## src/rtl/writeback_unit.sv

```systemverilog
// Final pipeline stage: commits ALU results or load data to the register file
// and tracks in-flight destination writes with a per-register 2-bit scoreboard.
module writeback_unit #(
  parameter int WIDTH        = 8,
  parameter int REGNUM       = 8,
  parameter int ADDRESSWIDTH = 3,
  parameter int MEMTIMEOUT   = 15
) (
  input  logic                    clock,
  input  logic                    reset,
  input  logic                    issueEnable,
  input  logic [ADDRESSWIDTH-1:0] issueAddress,
  output logic                    issueFull,
  input  logic                    inValid,
  output logic                    inReady,
  input  logic                    inRegWrite,
  input  logic                    inMemToReg,
  input  logic [ADDRESSWIDTH-1:0] inWriteAddress,
  input  logic [WIDTH-1:0]        inAluResult,
  input  logic                    memDataValid,
  input  logic [WIDTH-1:0]        memData,
  input  logic [ADDRESSWIDTH-1:0] reg1Address,
  input  logic [ADDRESSWIDTH-1:0] reg2Address,
  output logic                    reg1Busy,
  output logic                    reg2Busy,
  output logic                    writeEnable,
  output logic [ADDRESSWIDTH-1:0] writeAddress,
  output logic [WIDTH-1:0]        dataToSave,
  output logic [REGNUM-1:0]       pendingMask,
  output logic                    memError
);

  localparam int TW = (MEMTIMEOUT > 2) ? $clog2(MEMTIMEOUT) : 1;

  typedef enum logic [1:0] {IDLE, WAIT_MEM, COMMIT} state_t;

  state_t                  state_reg;
  state_t                  state_next;
  logic [ADDRESSWIDTH-1:0] addr_reg;
  logic [WIDTH-1:0]        data_reg;
  logic [TW-1:0]           timer_reg;
  logic                    memerror_reg;

  logic                    accept;
  logic                    timeout;
  logic                    dec_en;
  logic [1:0]              cnt [REGNUM];

  assign accept  = inValid && inReady;
  assign timeout = (state_reg == WAIT_MEM) && !memDataValid &&
                   (timer_reg == TW'(MEMTIMEOUT - 1));
  // Both a commit and a load abort retire the latched destination.
  assign dec_en  = (state_reg == COMMIT) || timeout;

  always_ff @(posedge clock or negedge reset) begin
    if (!reset) begin
      state_reg <= IDLE;
    end else begin
      state_reg <= state_next;
    end
  end

  always_comb begin
    state_next = IDLE;
    case (state_reg)
      IDLE, COMMIT: begin
        if (accept && inRegWrite) begin
          state_next = inMemToReg ? WAIT_MEM : COMMIT;
        end
      end
      WAIT_MEM: begin
        if (memDataValid) begin
          state_next = COMMIT;
        end else if (timeout) begin
          state_next = IDLE;
        end else begin
          state_next = WAIT_MEM;
        end
      end
      default: state_next = IDLE;
    endcase
  end

  always_comb begin
    inReady     = (state_reg != WAIT_MEM);
    writeEnable = (state_reg == COMMIT);
  end

  always_ff @(posedge clock or negedge reset) begin
    if (!reset) begin
      addr_reg     <= '0;
      data_reg     <= '0;
      timer_reg    <= '0;
      memerror_reg <= 1'b0;
    end else begin
      if (accept && inRegWrite) begin
        addr_reg <= inWriteAddress;
        if (!inMemToReg) begin
          data_reg <= inAluResult;
        end
      end
      if (state_reg == WAIT_MEM && memDataValid) begin
        data_reg <= memData;
      end
      if (accept) begin
        timer_reg <= '0;
      end else if (state_reg == WAIT_MEM && !memDataValid) begin
        timer_reg <= timer_reg + TW'(1);
      end
      if (timeout) begin
        memerror_reg <= 1'b1;
      end
    end
  end

  assign writeAddress = addr_reg;
  assign dataToSave   = data_reg;
  assign memError     = memerror_reg;

  generate
    for (genvar gi = 0; gi < REGNUM; gi++) begin : g_sb
      logic [1:0] cnt_reg;
      logic       inc;
      logic       dec;

      assign inc = issueEnable && (issueAddress == ADDRESSWIDTH'(gi));
      assign dec = dec_en && (addr_reg == ADDRESSWIDTH'(gi));

      // A simultaneous issue and retire cancel out, even at saturation,
      // since the retire frees the slot the issue would take.
      always_ff @(posedge clock or negedge reset) begin
        if (!reset) begin
          cnt_reg <= 2'd0;
        end else if (inc && !dec && cnt_reg != 2'd3) begin
          cnt_reg <= cnt_reg + 2'd1;
        end else if (dec && !inc && cnt_reg != 2'd0) begin
          cnt_reg <= cnt_reg - 2'd1;
        end
      end

      assign cnt[gi]         = cnt_reg;
      assign pendingMask[gi] = (cnt_reg != 2'd0);
    end
  endgenerate

  assign issueFull = (cnt[issueAddress] == 2'd3);
  assign reg1Busy  = pendingMask[reg1Address];
  assign reg2Busy  = pendingMask[reg2Address];

endmodule

```

## config.mk

```make
export PLATFORM = sky130hd
export DESIGN_NAME = writeback_unit
export DESIGN_NICKNAME = d
export VERILOG_FILES = /design/src/rtl/writeback_unit.sv
export SDC_FILE = /design/constraint.sdc
export NUM_CORES = 1
export LEC_CHECK = 0
export CAP_MARGIN = 15
export CORE_ASPECT_RATIO = 0.8
export CORE_UTILIZATION = 40
export CTS_CLUSTER_SIZE = 20
export DETAILED_ROUTE_END_ITERATION = 10
export PLACE_DENSITY_LB_ADDON = 0.25
export REMOVE_ABC_BUFFERS = 1
export SETUP_SLACK_MARGIN = 0.3
export SYNTH_ARGS = -nofsm -noshare
export SYNTH_HDL_FRONTEND = slang
export SYNTH_SLANG_ARGS = --single-unit
```

## constraint.sdc

```tcl
create_clock -name clock -period 2.4 [get_ports clock]
set_input_delay 0.72 -clock clock [delete_from_list [all_inputs] [get_ports clock]]
set_output_delay 0.72 -clock clock [all_outputs]
set_load 0.005 [all_outputs]
```

==> flow_summary_export.csv, run 1 <==
group,metric,value,unit
run_status,status,"finished clean",
worst_setup_path,critPathBufInv,2,
placement,io_buffers,59,
worst_setup_path,startpoint_type,"input pin",
sta,setup_viol,0,
sta,max_freq,442,MHz
finish,area_growth,49.7,%
worst_setup_path,r2r_slack,550,ps
logic_synthesis,synth_cells,233,
clocking,cts_root_buf,"clkbuf_8",
pwr,power_leakage,1.41,nW
global_routing,antenna_found_initial,0,
floorplanning,die_w,84.6,um
global_routing,grt_util_met1,27.1,%
worst_setup_path,crit_family,"multiplexers",
sta,slew_viol_final,0,
placement,placed_cell_area,2980,um2
worst_setup_path,critPathMaxFanout,5,
min_path,hold_end,"memError",
logic_synthesis,netlist.area_leader.share,38.9,%
logic_synthesis,synth.most_common_cell,"dfrtp_1",
worst_setup_path,worstReg2RegStart,"timer_reg[0]",
worst_setup_path,reg2reg_depth,8,
finish,largest_reg_flops,16,
logic_synthesis,seq_area_frac_synth,38.9,%
logic_synthesis,synth_ff_type,"dfrtp_1",
sta,grt_setup_unrepaired,"yes",
flow_run,cap_violations,0,
sta,tightest_slew,441,ps
global_routing,grt_usage,20.4,%
worst_setup_path,end_kind,"output port",
worst_setup_path,cpPeakStageDelay,450,ps
floorplanning,dieArea,5760,um2
finish,n_antenna_cell,0,
logic_synthesis,yosysWarnings,0,
sta,relSlewSlack,70.5,%
clocking,hold_buffers,0,
pwr,power_density,709,nW/um2
worst_setup_path,startpoint,"issueAddress[1]",
sta,post-route-min-period,2260,ps
logic_synthesis,async_reset_ff_share,100,%
logic_synthesis,yosysUniqueCellTypes,49,
min_path,holdPathStages,1,
logic_synthesis,synth.top_cells.by_area,"dfrtp_1 39%, mux2i_1 6.0%, a21oi_1 5.5%, o21ai_0 5.5%, nor2_1 4.1%",
sta,setup_ws,135,ps
clocking,clk_latency,290,ps
clocking,clock_path_buffers,2,
logic_synthesis,synth_top_area_cell,"dfrtp_1",
floorplanning,start_util,42.6,%
worst_setup_path,cp_cell_sequence,"buf_12, nand3_2, o21ai_2, mux4_2, buf_2",
routing,drtIter0Drc,116,
sta,timing.final.crit_share,94.4,%
logic_synthesis,syn_avg_cell_area,9.38,um2
clocking,tritoncts,"built",
finish,fin_nets,363,
floorplanning,die_h,68.1,um
logic_synthesis,synth_edf_count,0,
finish,final_area,3270,um2
sta,skew,8.38,ps
min_path,hold_path.class,"flop to flop",
routing,num_vias,2038,
logic_synthesis,synth-seq-cells,34,
pwr,power,2.32,mW
global_routing,grt_max_degree,35,
global_routing,grt_pass1_vias,1905,
worst_setup_path,cp.depth,5,
global_routing,top_usage_layer,"met2",
clocking,numCtsBuffers,5,
logic_synthesis,netlist_area,2180,um2
worst_setup_path,cp.arrival,1540,ps
sta,hold_violations,0,
routing,via_per_inst,5.27,
min_path,hold_start,"memError",
global_routing,overflow,0,
logic_synthesis,synth_common_cells,"34 x dfrtp_1, 24 x a21oi_1, 24 x nor2_1, 24 x o21ai_0, 13 x mux2i_1",
finish,final_util,63.8,%
pwr,ir_worst_vdd,0.569,mV
worst_setup_path,worstSetupPathType,"input pin to output port",
clocking,htreeDepth,2,
placement,finalWeightedCongestion,0.765,
placement,dpl.hpwl,3870,um
sta,setup_tns,0,ps
worst_setup_path,worstPathRequired,1680,ps
routing,wl,5470,um
global_routing,use_met2,33.5,%
floorplanning,coreArea,5120,um2
finish,drive_above_1_share,32.3,%
global_routing,use_met3,3.98,%
floorplanning,ioPinCount,60,
routing,drc,0,
routing,wire_per_inst,14.1,um
placement,dp_worst_setup_slack,-786,ps
routing,ant_nets,0,
clocking,clock-sinks,34,
worst_setup_path,rr_endpoint,"g_sb[0].cnt_reg[0]",
floorplanning,num_rows,23,
routing,drt-pass1-iter-count,6,
worst_setup_path,crit_path_top_delay_cell,"mux4_2",
global_routing,grt_pass1_wl,9040,um
clocking,clk_pin_slew,70,ps
[worst max path at each step]
stage                            to
after floorplan            reg1Busy
after global placement    issueFull
after detailed placement  issueFull
after CTS                 issueFull
after global routing       reg1Busy
final                     issueFull
[through the flow]
step / hold WS [ps] / instances
2_1_floorplan: 424 / 224
3_3_place_gp: 441 / 370
3_5_place_dp: 449 / 370
4_1_cts: 467 / 384
5_1_grt: 522 / 387
6_report: 467 / 387
[placed cells by master (no fill, tap or decap), types with 2 or more instances in the layout]
master and count:
clkbuf_8 6, mux2i_1 13, or2_4 2, o21ai_2 5, mux2_2 3, ha_1 2
nand2_1 10, a21oi_1 22, nor2b_2 2, inv_1 11, o21ai_0 18, o21ai_1 6
nor3b_2 3, dfrtp_1 29, nor3b_1 6, mux4_2 3, buf_2 6, nand4_1 2
nor3_2 2, dfrtp_2 5, nor2_4 3, nor2_2 3, nand2b_1 2, a211oi_1 5
nand3b_1 6, a211oi_2 5, dlymetal6s2s_1 6, and3_1 3, clkdlybuf4s50_1 37, nor2_1 18
o21a_1 3, buf_4 35, a21oi_2 4, and3_4 2, dlygate4sd2_1 7, nand3_2 4
[report_power, final]
part	switching [mW]	internal (mW)	total, mW
clock	0.201	0.221	0.422
sequential	0.145	0.722	0.868
combinational	0.445	0.584	1.03
total	0.791	1.53	2.32
[logic make-up after synthesis]
logic type | share of synthesized area, %
compound gates | 20.8
xor+xnor | 0.401
flops | 38.9
simple gates | 23.0
fa+ha+maj | 1.15
mux | 10.8
buf+inv | 4.98
[timing repair]
item / CTS / global route
cloned: 1 / 0
endpoints found under the setup margin: 19 / 14
resized for setup: 80 / 18
pin swaps: 8 / 7
setup buffers: 7 / 3
[metal layers]
| metal | share of wire, % | up-vias |
|---|---|---|
| li1 | - | 1032 |
| met1 | 49 | 962 |
| met2 | 46 | 37 |
| met3 | 3.0 | 7 |
| met4 | 1.6 | 0 |
| met5 | 0 | - |
[final cells by class]
| cell class | count | area [um2] |
|---|---|---|
| timing repair buffer | 95 | 873 |
| sequential | 34 | 857 |
| multi-input combinational | 178 | 1330 |
| inverter | 12 | 47.5 |
| tap | 62 | 77.6 |
| clock buffer | 6 | 82.6 |
| fill | 421 | 1850 |
Power figures use the tool's default switching activity.
==> run 2: changes to the inputs <==
Settings changed: CORE_ASPECT_RATIO 0.8 to not set, DONT_BUFFER_PORTS set to 1.
==> run 2 against run 1 <==
  * Via count down 13%
  * Sequential share of layout area rose by 8.3 points
  * Clock power up 7.3%
==> flow_summary_export.csv, run 2 (synthesis gave the netlist of run 1 again) <==
group,metric,value,unit
routing,via_per_inst,5.57,
finish,fin_nets,284,
placement,dp.cells,294,
pwr,power_density,813,nW/um2
floorplanning,coreArea,5170,um2
worst_setup_path,reg2reg_depth,7,
finish,largest_reg_flops,16,
placement,io_buffers,0,
finish,final_cell_mix,"28 x dfrtp_1, 22 x o21ai_0, 22 x a21oi_1, 20 x nor2_1",
routing,met3_length,316,um
sta,post-route-min-period,2140,ps
sta,hold_violations,0,
finish,finalNonFillerCells,318,
clocking,clock_path_buffers,2,
pwr,power,2.02,mW
routing,num_vias,1771,
global_routing,overflow,0,
run_status,status,"finished clean",
worst_setup_path,worstPathRequired,1680,ps
routing,drt-pass1-iter-count,4,
sta,relSlewSlack,70.4,%
finish,drive_above_1_share,27.0,%
floorplanning,die_h,75.9,um
finish,final_util,48.1,%
clocking,htreeDepth,2,
floorplanning,ioPinCount,60,
sta,skew,6.45,ps
min_path,hold_path.class,"input pin to async pin",
worst_setup_path,end_kind,"output port",
sta,max_freq,468,MHz
sta,grt_setup_unrepaired,"yes",
routing,wl,4620,um
clocking,clk_latency,290,ps
routing,wire_per_inst,14.5,um
pwr,ir_worst_vdd,0.435,mV
clocking,hold_buffers,0,
sta,timing.final.crit_share,89.0,%
finish,n_antenna_cell,0,
routing,wl_met1,2130,um
floorplanning,start_util,42.2,%
finish,area_growth,14.0,%
sta,tightest_slew,442,ps
clocking,clk_pin_slew,70,ps
routing,wl_met2,2090,um
clocking,cts_root_buf,"clkbuf_8",
worst_setup_path,worstSetupPathType,"flop to output port",
worst_setup_path,critPathMaxFanout,4,
floorplanning,die_w,75.9,um
placement,finalWeightedCongestion,0.734,
worst_setup_path,cp.arrival,1420,ps
pwr,power_leakage,1.02,nW
clocking,clock-sinks,34,
sta,setup_tns,0,ps
global_routing,grt_pass1_wl,7910,um
floorplanning,dieArea,5760,um2
flow_run,cap_violations,0,
routing,drc,0,
global_routing,grt_usage,17.3,%
global_routing,antenna_found_initial,0,
routing,top_layer_used,"met4",
worst_setup_path,worstReg2RegStart,"timer_reg[0]",
global_routing,grt_max_degree,35,
sta,fin_hold_ws,113,ps
worst_setup_path,startpoint,"g_sb[0].cnt_reg[1]",
worst_setup_path,startpoint_type,"flop",
global_routing,grt_pass1_vias,1704,
sta,setup_viol,0,
clocking,numCtsBuffers,5,
sta,slew_viol_final,0,
routing,ant_nets,0,
floorplanning,num_rows,26,
finish,final_common_cell,"dfrtp_1",
placement,dpl.hpwl,3280,um
clocking,tritoncts,"built",
routing,drtIter0Drc,93,
-- run 2: cell types whose count changed in the layout (fill, tap and decap cells not counted), sizes merged --
cell,delta
clkdlybuf4s50,-37
buf,-29
dlygate4sd2,-7
dlymetal6s2s,-6
clkinv,+1
clkinvlp,+1
-- run 2: path summary, 6_finish.rpt --
kind                                 endpoint  slack (ps)
max in group asynchronous  g_sb[6].cnt_reg[0]        2190
min reg2reg                      state_reg[1]         510
min in group clock               state_reg[1]         510
max reg2reg                g_sb[6].cnt_reg[0]         530
min                        g_sb[7].cnt_reg[0]         110
max                                  reg2Busy         260
-- run 2: what timing repair did --
| action | in CTS | in global routing |
|---|---|---|
| gates cloned | 0 | 0 |
| pin swaps | 3 | 3 |
| resized for setup | 16 | 10 |
| endpoints found under the setup margin | 3 | 4 |
| setup buffers | 14 | 2 |
-- run 2: layout make-up --
class | instances | area [um2]
Inverter | 12 | 47.5
Clock inverter | 2 | 12.5
Tap cell | 70 | 87.6
Timing Repair Buffer | 16 | 131
Fill cell | 507 | 2680
Clock buffer | 6 | 82.6
Sequential cell | 34 | 858
Multi-Input combinational cell | 178 | 1270
-- run 2: report_power, final --
group,switching (mW),leakage [nW],internal (mW)
combinational,0.311,0.600,0.361
sequential,0.176,0.376,0.724
clock,0.223,0.0472,0.231
-- run 2: worst max-delay path: stages (launching register included) --
cell and delay, ps:
dfrtp_2 430, or2_4 260, nor2_1 90, a211oi_1 50, a211oi_1 220, a21oi_2 60
-- run 2: metal layers --
layer	vias to the layer above	track usage [%]
met5	-	0
met1	828	22.4
met3	7	4.22
li1	875	-
met2	61	27.6
met4	0	6.92
-- run 2: metrics by stage --
| stage | area [um2] | worst slack (ps) |
|---|---|---|
| 4_1_cts | 2440 | 236 |
| 3_3_place_gp | 2210 | 301 |
| 2_1_floorplan | 2120 | 324 |
| 5_1_grt | 2490 | 214 |
| 3_5_place_dp | 2210 | 263 |
| 6_report | 2490 | 264 |
